<file path="src/rtl/mem_arbiter_pkg.sv">
// Shared types and constants for the F/M-stage unified-memory arbiter.
package mem_arbiter_pkg;

  typedef enum logic [1:0] {
    IDLE   = 2'd0,
    I_BUSY = 2'd1,
    D_BUSY = 2'd2
  } state_t;

  localparam logic [3:0] BE_WORD = 4'hF;

endpackage

</file>
<file path="src/rtl/mem_arbiter.sv">
// Arbitrates one single-port variable-latency memory between instruction fetch
// and data access, data first, with fetch flush and a hung-access watchdog.
module mem_arbiter
  import mem_arbiter_pkg::*;
#(
  parameter int ADDR_W  = 32,
  parameter int DATA_W  = 32,
  parameter int TIMEOUT = 64,
  parameter int CNT_W   = 8
) (
  input  logic              clk,
  input  logic              reset,
  input  logic              ireq,
  input  logic [ADDR_W-1:0] iaddr,
  input  logic              iflush,
  output logic              ivalid,
  output logic [DATA_W-1:0] irdata,
  input  logic              dreq,
  input  logic              dwe,
  input  logic [ADDR_W-1:0] daddr,
  input  logic [DATA_W-1:0] dwdata,
  input  logic [3:0]        dbe,
  output logic              dvalid,
  output logic [DATA_W-1:0] drdata,
  output logic              stallF,
  output logic              stallM,
  output logic              mem_req,
  output logic              mem_we,
  output logic [ADDR_W-1:0] mem_addr,
  output logic [DATA_W-1:0] mem_wdata,
  output logic [3:0]        mem_be,
  input  logic              mem_ready,
  input  logic [DATA_W-1:0] mem_rdata,
  output logic              bus_err
);

  localparam logic [CNT_W-1:0] TMO = CNT_W'(TIMEOUT);

  state_t           state;
  logic             drop;
  logic [CNT_W-1:0] wd_cnt;
  logic [CNT_W-1:0] wd_next;
  logic             wd_expire;
  logic             dreq_new;
  logic             ireq_new;
  logic             drop_now;

  function automatic logic [CNT_W-1:0] sat_inc(input logic [CNT_W-1:0] v);
    return (&v) ? v : v + 1'b1;
  endfunction

  // A request whose valid is pulsing this cycle is being retired, not re-issued.
  assign dreq_new  = dreq & ~dvalid;
  assign ireq_new  = ireq & ~ivalid & ~iflush;
  assign stallF    = ireq & ~ivalid & ~iflush;
  assign stallM    = dreq & ~dvalid;
  assign wd_next   = sat_inc(wd_cnt);
  assign wd_expire = (TIMEOUT != 0) && (wd_next == TMO);
  assign drop_now  = drop | iflush;

  always_ff @(posedge clk or posedge reset) begin
    if (reset) begin
      state     <= IDLE;
      drop      <= 1'b0;
      wd_cnt    <= '0;
      ivalid    <= 1'b0;
      irdata    <= '0;
      dvalid    <= 1'b0;
      drdata    <= '0;
      mem_req   <= 1'b0;
      mem_we    <= 1'b0;
      mem_addr  <= '0;
      mem_wdata <= '0;
      mem_be    <= '0;
      bus_err   <= 1'b0;
    end else begin
      ivalid <= 1'b0;
      dvalid <= 1'b0;
      case (state)
        IDLE: begin
          drop   <= 1'b0;
          wd_cnt <= '0;
          if (dreq_new) begin
            mem_req   <= 1'b1;
            mem_we    <= dwe;
            mem_addr  <= daddr;
            mem_wdata <= dwdata;
            mem_be    <= dbe;
            state     <= D_BUSY;
          end else if (ireq_new) begin
            mem_req  <= 1'b1;
            mem_we   <= 1'b0;
            mem_addr <= iaddr;
            mem_be   <= BE_WORD;
            state    <= I_BUSY;
          end
        end
        I_BUSY: begin
          if (iflush) drop <= 1'b1;
          if (mem_ready) begin
            mem_req <= 1'b0;
            state   <= IDLE;
            if (!drop_now) begin
              ivalid <= 1'b1;
              irdata <= mem_rdata;
            end
          end else if (wd_expire) begin
            mem_req <= 1'b0;
            bus_err <= 1'b1;
            state   <= IDLE;
            if (!drop_now) begin
              ivalid <= 1'b1;
              irdata <= '0;
            end
          end else begin
            wd_cnt <= wd_next;
          end
        end
        D_BUSY: begin
          if (mem_ready) begin
            mem_req <= 1'b0;
            dvalid  <= 1'b1;
            state   <= IDLE;
            if (!mem_we) drdata <= mem_rdata;
          end else if (wd_expire) begin
            mem_req <= 1'b0;
            bus_err <= 1'b1;
            dvalid  <= 1'b1;
            drdata  <= '0;
            state   <= IDLE;
          end else begin
            wd_cnt <= wd_next;
          end
        end
        default: state <= IDLE;
      endcase
    end
  end

endmodule

</file>
<file path="config.mk">
export PLATFORM = sky130hd
export DESIGN_NAME = mem_arbiter
export DESIGN_NICKNAME = d
export VERILOG_FILES = /design/src/rtl/mem_arbiter_pkg.sv /design/src/rtl/mem_arbiter.sv
export SDC_FILE = /design/constraint.sdc
export NUM_CORES = 1
export LEC_CHECK = 0
export ABC_CLOCK_PERIOD_IN_PS = 11000
export BUFFER_PORTS_ARGS = -buffer_cell sky130_fd_sc_hd__buf_2
export CAP_MARGIN = 25
export CORE_ASPECT_RATIO = 1.2
export CORE_MARGIN = 2
export CORE_UTILIZATION = 50
export DETAILED_ROUTE_END_ITERATION = 8
export PLACE_DENSITY = 0.87
export SETUP_SLACK_MARGIN = 0.2
export SLEW_MARGIN = 20
export SYNTH_ARGS = -nofsm -noshare
export SYNTH_HDL_FRONTEND = slang
export SYNTH_SLANG_ARGS = --single-unit
</file>
<file path="constraint.sdc">
create_clock -name clk -period 11 [get_ports clk]
set_input_delay 3.3 -clock clk [delete_from_list [all_inputs] [get_ports clk]]
set_output_delay 3.3 -clock clk [all_outputs]
set_load 0.03 [all_outputs]
</file>
[Yosys cells after proc, flatten, opt, wreduce, memory -nomap -nowiden]
Index checks and enable logic that the tools add are counted.
Word-level totals
  register bits after elaboration: 148
  output and inout bits: 139
Cells by class
  add/subtract/negate cells: 1
  eq/ne operators: 9
  mux-type cells: 36
  bitwise gates (word level): 9
  reductions and logical operators: 16
Operator list (count)
  $mux 32: 9
  $mux 8: 3
  $pmux 8 s2: 1
  $reduce_and 3->1: 5
  $mux 1: 14
  $add 8x1->8 const B: 1
  $eq 8x7->1 const B: 1
  $mux 2: 4
  $mux 4: 2
  $ne 2x2->1 const B: 4
  $reduce_and 2->1: 4
  $reduce_and 8->1: 1
  $reduce_bool 2->1: 4
  $not 1->1: 5
  $pmux 1 s2: 2
  $pmux 2 s2: 1
  $and 1x1->1: 3
  $ne 3x1->1 const B: 1
  $ne 3x3->1 const B: 1
  $eq 2x1->1 const B: 1
  $eq 2x2->1 const B: 1
  $logic_not 2->1: 1
  $reduce_or 2->1: 1
  $or 1x1->1: 1

[Depth between registers and ports, before layout]
Gate-level depths: netlist of run 1.
  depth in word-level cells: 6
  mapped depth: 7
  depth with buffers taken out: 6

[Worst setup path before layout of run 1]
Ideal clock, no wire load.
  path type: input to output
  start: input dreq
  end: output stallM
  arrival time: 4269 ps
  slack: 3431 ps
  cell stages on the path: 3
  path buffers: 2
  path through: nor2b_1 > buf_2 > buf_1
Between the ends
  longest elaborated chain between the ends: 1
Ends and longest elaborated chain
  start: declaration: RTL line mem_arbiter.sv:18  | input logic dreq,
  $and 1x1->1: RTL line mem_arbiter.sv:56  | assign stallM = dreq & ~dvalid;
  end: declaration: RTL line mem_arbiter.sv:26  | output logic stallM,
Every way passes these cells.

[Worst setup path after layout of run 1]
  start: input iflush
  end: output stallF
Between the ends
  longest elaborated chain between the ends: 2
Ends and longest elaborated chain
  start: declaration: RTL line mem_arbiter.sv:15  | input logic iflush,
  $not 1->1: RTL line mem_arbiter.sv:55  | assign stallF = ireq & ~ivalid & ~iflush;
  $and 1x1->1: RTL line mem_arbiter.sv:55
  end: declaration: RTL line mem_arbiter.sv:25  | output logic stallF,
Every way passes these cells.

==> results.py, run 1 <==
metrics = {
    "run_status": {
        "status": "completed",
    },
    "grt": {
        "grt_max_degree": 96,
        "grt_pass1_vias": 5431,
        "track_usage_pct": 26.13,
        "antenna_found_initial": 2,
        "gr-total-overflow": 0,
        "grt_pass1_wl_um": 27590,
    },
    "final_layout": {
        "fill_cells": 952,
        "drive_gt1_share_pct": 45.73,
        "final_core_util_pct": 66.95,
        "finalInstanceArea_mm2": 0.008368,
        "fin_nets": 916,
        "syn2layout_area_growth_pct": 31.99,
        "multi_input_area_mm2": 0.002425,
        "seq_area_mm2": 0.003704,
    },
    "timing": {
        "skew_ns": 0.01093,
        "setup_viol": 0,
        "tightest_slew_ns": 0.8712,
        "finalWorstSetupSlack_ns": 3.222,
        "tns_ns": 0,
        "rsz0062_at_grt": "no",
        "finalCritPeriodShare_pct": 70.71,
        "fmax_mhz": 128.6,
        "drv_slew": 0,
        "relSlewSlack_pct": 41.80,
        "fin_crit_ns": 7.778,
        "hold_viol_final": 0,
    },
    "die": {
        "chipWidth_um": 106.8,
        "fp.coreArea_mm2": 0.01250,
        "die-area_mm2": 0.01360,
        "dieHeight_um": 127.4,
        "row_count": 45,
        "ioPinCount": 278,
        "initial_core_util_pct": 50.72,
    },
    "clocking": {
        "ctsLongestPathBuffers": 2,
        "clk_pin_slew_ns": 0.06,
        "cts_hold_buf": 0,
        "cts_root_buffer": "clkbuf_16",
        "cts_tree": "built",
        "cts_resized": 0,
        "clk_latency_ns": 0.42,
        "cts_sinks": 148,
        "cts_buffers": 17,
        "cts_max_level": 4,
        "postCtsSetupBuffers": 0,
    },
    "place": {
        "dp_hpwl_um": 12580,
        "place_area_mm2": 0.007807,
        "io_buffers": 277,
        "place_ws_ns": 3.239,
        "gp_congestion": 0.8680,
    },
    "logic_synthesis": {
        "syn-instance-count": 509,
        "syn-cell-area_mm2": 0.006340,
        "synth-edff-count": 0,
        "netlist-cell-type-count": 48,
        "synth-seq-cells": 148,
        "avgSynthCellArea_um2": 12.46,
        "syn_nets": 653,
        "synthFlopType": "dfrtp_1",
        "synthArstFlopShare_pct": 100.0,
        "seq_area_frac_synth_pct": 58.42,
        "yosys_warnings": 0,
    },
    "power_and_ir_drop": {
        "power_frac_seq_pct": 33.5,
        "clkPwrFrac_pct": 19.0,
        "swShare_pct": 45.15,
        "power.leakage_nw": 4.176,
        "p_total_mw": 2.850,
        "power_switching_mw": 1.287,
        "power.density_mw_per_mm2": 340.6,
        "pwr-share-comb_pct": 47.6,
        "ir_drop_v": 0.0001762,
        "p_int_mw": 1.563,
    },
    "critical_path": {
        "startpoint_type": "input port",
        "cp_max_fo": 4,
        "crit_required_ns": 7.70,
        "path_class": "in2out",
        "worstPathArrival_ns": 4.48,
        "end_kind": "output port",
    },
    "route": {
        "ant_nets": 0,
        "vias_per_cell": 5.671,
        "routed-via-count": 5393,
        "drt_wl_total_um": 17600,
        "wl_per_cell_um": 18.51,
        "drc": 0,
        "dr.pass1.iters": 5,
        "drt_iter0_drc": 394,
    },
    "worst_hold_path": {
        "hold_path_class": "reg2reg",
    },
    "job": {
        "cap_violations": 0,
    },
}
==> critical path, stage by stage <==
cell and delay, ns:
buf_2 0.13, nor3b_1 0.71, buf_2 0.33
==> synth_stat cells, types with 7 or more instances <==
cell type,number,share of area (%)
a22oi_1,32,3.8
o2bb2ai_1,33,4.6
a22o_1,33,4.6
o21ai_0,36,2.8
dfrtp_1,148,58
nand3_1,7,0.55
inv_1,7,0.41
clkbuf_1,23,1.4
mux2_2,32,5.7
nor2_1,8,0.47
nand2_1,39,2.3
mux2i_1,32,5.1
==> final cells by class <==
type,count,share of cell area [%]
flip-flops and latches,148,44.26
multi-input cells,312,28.98
repair buffers,283,17.11
clock buffers,21,5.383
well taps,164,2.452
clock inverters,11,1.256
inverters,10,0.5084
diodes,2,0.05981
==> per-stage QoR <==
| step | hold slack (ns) | cells |
|---|---|---|
| after floorplan | 0.5059 | 509 |
| after global placement | 0.4440 | 917 |
| after detailed placement | 0.4432 | 917 |
| after CTS | 0.4564 | 949 |
| after global routing | 0.4657 | 950 |
| final | 0.4513 | 951 |
==> cells in the final DEF (no fill, tap or decap), types with 3 or more instances in the layout <==
cell type   instances
o22a_1              4
mux2_2             32
buf_2             277
inv_1               6
ha_1                5
o2bb2ai_1          33
nand3_1             7
clkinv_4            3
mux2i_1            32
buf_4               6
o21ai_0            35
a31oi_1             3
dfrtp_1           148
nand2_1            39
nor3_1              4
o211ai_1            3
inv_2               3
clkbuf_16          17
clkinvlp_4          4
clkbuf_1            3
nor2_1              8
a22oi_1            32
xnor2_1             3
a22o_1             33
==> worst paths after layout <==
kind / start / endpoint / slack, ns / cells after the start
worst max register to register: wd_cnt[0] / drdata[16] / 8.23 / 6
max in group asynchronous: reset / irdata[24] / 6.71 / 3
worst min-delay path: bus_err / bus_err / 0.45 / 1
min in group asynchronous: reset / mem_wdata[6] / 3.07 / 2
worst max-delay path: iflush / stallF / 3.22 / 3
worst min register to register: bus_err / bus_err / 0.45 / 1
==> cell families after synthesis <==
group,synth area share [%]
xor+xnor,0.4145
fa+ha+maj,0.9868
compound gates,19.56
mux,10.74
flops,58.42
buf+inv,3.848
simple gates,6.039
==> power by group through the flow <==
stage / logic [mW] / clock network [mW] / registers (mW)
final: 1.36 / 0.541 / 0.953
after global routing: 1.44 / 0.577 / 0.983
after CTS: 1.36 / 0.550 / 0.950
after detailed placement: 1.36 / 0 / 0.952
after global placement: 1.32 / 0 / 0.939
after floorplan: 0.469 / 0 / 1.42
==> flip-flops by register name, summed over array words and instances (netlist names) <==
| name | count |
|---|---|
| drdata | 32 |
| irdata | 32 |
| mem_addr | 32 |
| mem_wdata | 32 |
| wd_cnt | 8 |
| mem_be | 4 |
| state | 2 |
| bus_err | 1 |
| drop | 1 |
| dvalid | 1 |
| ivalid | 1 |
| mem_req | 1 |
| mem_we | 1 |
==> layer usage <==
layer  up-vias  GRT usage (%)  wire (um)
li1       2436              -          -
met1      2611          30.40       6547
met2       303          44.74       9075
met3        43          7.959       1514
met4         0          11.15        465
met5         -              0          0
Note: power is estimated with default switching activity, not from simulation.
==> inputs of run 2 (changes only) <==
--- a/config.mk
+++ b/config.mk
@@ -5,14 +5,14 @@
 export SDC_FILE = /design/constraint.sdc
 export NUM_CORES = 1
 export LEC_CHECK = 0
-export ABC_CLOCK_PERIOD_IN_PS = 11000
+export ABC_CLOCK_PERIOD_IN_PS = 7000
 export BUFFER_PORTS_ARGS = -buffer_cell sky130_fd_sc_hd__buf_2
 export CAP_MARGIN = 25
 export CORE_ASPECT_RATIO = 1.2
 export CORE_MARGIN = 2
-export CORE_UTILIZATION = 50
+export CORE_UTILIZATION = 43
 export DETAILED_ROUTE_END_ITERATION = 8
-export PLACE_DENSITY = 0.87
+export PLACE_DENSITY = 0.8
 export SETUP_SLACK_MARGIN = 0.2
 export SLEW_MARGIN = 20
 export SYNTH_ARGS = -nofsm -noshare
==> constraint.sdc (replaced) <==
create_clock -name clk -period 7 [get_ports clk]
set_input_delay 2.1 -clock clk [delete_from_list [all_inputs] [get_ports clk]]
set_output_delay 2.1 -clock clk [all_outputs]
set_load 0.03 [all_outputs]
==> results.py, run 2 (synthesis gave the netlist of run 1 again) <==
metrics = {
    "run_status": {
        "status": "completed",
    },
    "place": {
        "post-place-cells": 929,
        "io_buffers": 277,
        "dp_hpwl_um": 12030,
        "gp_congestion": 0.8113,
        "place_ws_ns": 1.785,
    },
    "power_and_ir_drop": {
        "power_frac_seq_pct": 33.1,
        "p_int_mw": 2.456,
        "p_total_mw": 4.485,
        "swShare_pct": 45.23,
        "ir_drop_v": 0.0002791,
        "power.density_mw_per_mm2": 534.2,
        "power.leakage_nw": 4.195,
        "clkPwrFrac_pct": 19.7,
        "power_switching_mw": 2.028,
        "pwr-share-comb_pct": 47.2,
    },
    "die": {
        "fp.coreArea_mm2": 0.01441,
        "chipWidth_um": 114.8,
        "row_count": 48,
        "die-area_mm2": 0.01574,
        "ioPinCount": 278,
        "dieHeight_um": 137.0,
        "initial_core_util_pct": 43.98,
    },
    "route": {
        "vias_per_cell": 5.428,
        "routed-via-count": 5216,
        "drt_iter0_drc": 357,
        "drc": 0,
        "drt_wl_total_um": 16950,
        "wl_per_cell_um": 17.63,
        "ant_nets": 0,
        "dr.pass1.iters": 5,
    },
    "critical_path": {
        "crit_required_ns": 4.90,
        "end_kind": "output port",
        "worstPathArrival_ns": 3.12,
        "cp_max_fo": 4,
        "path_class": "in2out",
        "startpoint_type": "input port",
    },
    "clocking": {
        "cts_max_level": 4,
        "cts_hold_buf": 0,
        "clk_latency_ns": 0.42,
        "cts_tree": "built",
        "cts_buffers": 17,
        "postCtsSetupBuffers": 0,
        "cts_root_buffer": "clkbuf_16",
        "ctsLongestPathBuffers": 2,
        "clk_pin_slew_ns": 0.06,
        "cts_resized": 0,
        "cts_sinks": 148,
    },
    "final_layout": {
        "fin_nets": 917,
        "drive_gt1_share_pct": 46.06,
        "multi_input_area_mm2": 0.002420,
        "mostFrequentLayoutCell": "buf_2",
        "seq_area_mm2": 0.003704,
        "fill_cells": 1236,
        "antenna_cells": 0,
        "syn2layout_area_growth_pct": 32.43,
        "finalNonFillerCells": 961,
        "layout_common_cells": "buf_2, dfrtp_1, nand2_1",
    },
    "grt": {
        "antenna_found_initial": 1,
        "grt_pass1_wl_um": 26360,
        "gr-total-overflow": 0,
        "grt_max_degree": 89,
        "track_usage_pct": 21.56,
        "grt_pass1_vias": 5183,
    },
    "timing": {
        "hold_viol_final": 0,
        "setup_viol": 0,
        "drv_slew": 0,
        "finalWorstSetupSlack_ns": 1.779,
        "tightest_slew_ns": 0.8012,
        "tns_ns": 0,
        "skew_ns": 0.006579,
        "rsz0062_at_grt": "no",
        "holdWs_ns": 0.4539,
        "fin_crit_ns": 5.221,
        "finalCritPeriodShare_pct": 74.58,
        "relSlewSlack_pct": 46.58,
        "fmax_mhz": 191.5,
    },
    "worst_hold_path": {
        "hold_path_class": "reg2reg",
    },
    "job": {
        "cap_violations": 0,
    },
}
[run 2: cell count changes in the layout (fill, tap and decap cells not counted), sizes merged]
cell	change
inv	+7
clkinvlp	-2
clkinv	-2
clkbuf	-3
buf	+1
diode	-2
[run 2: through the flow]
step / util [%] / instance area (um2)
after floorplan: - / 6340
after global placement: 54.28 / 7824
after detailed placement: 54.28 / 7824
after CTS: 58.25 / 8396
after global routing: 58.25 / 8396
final: 58.25 / 8396
[run 2: layout make-up]
cell class	count	area share (%)
clock buffer	18	5.112
clock inverter	14	1.699
inverter	10	0.5067
multi-input combinational	312	28.82
sequential	148	44.11
tap	175	2.608
timing repair buffer	284	17.14
[run 2: critical path, cell delays in order]
cell and delay, ns:
buf_2 0.13, nor3b_1 0.57, buf_2 0.32
[run 2: per-layer routing]
| layer | routed length [um] | GRT usage [%] | part of all wire [%] |
|---|---|---|---|
| met1 | 6967 | 26.82 | 41 |
| met2 | 8521 | 35.98 | 50 |
| met3 | 1236 | 6.732 | 7.3 |
| met4 | 214 | 6.560 | 1.3 |
| met5 | 7 | 0 | 0.041 |
[run 2: path summary, 6_finish.rpt]
| check | start | slack, ns | cells past startpoint | end |
|---|---|---|---|---|
| setup / recovery | iflush | 1.78 | 3 | stallF |
| hold / removal | bus_err | 0.45 | 1 | bus_err |
| min in group asynchronous | reset | 1.81 | 2 | mem_wdata[9] |
| max in group asynchronous | reset | 3.85 | 3 | mem_wdata[17] |
| setup reg to reg | wd_cnt[0] | 4.29 | 6 | drdata[16] |
| hold reg to reg | bus_err | 0.45 | 1 | bus_err |
[run 2: power by group through the flow]
stage | clock network [mW] | registers (mW) | logic (mW)
finish | 0.883 | 1.48 | 2.12
detailed placement | 0 | 1.49 | 2.13
floorplan | 0 | 2.23 | 0.736
CTS | 0.902 | 1.48 | 2.14
global placement | 0 | 1.48 | 2.10
global route | 0.935 | 1.53 | 2.27
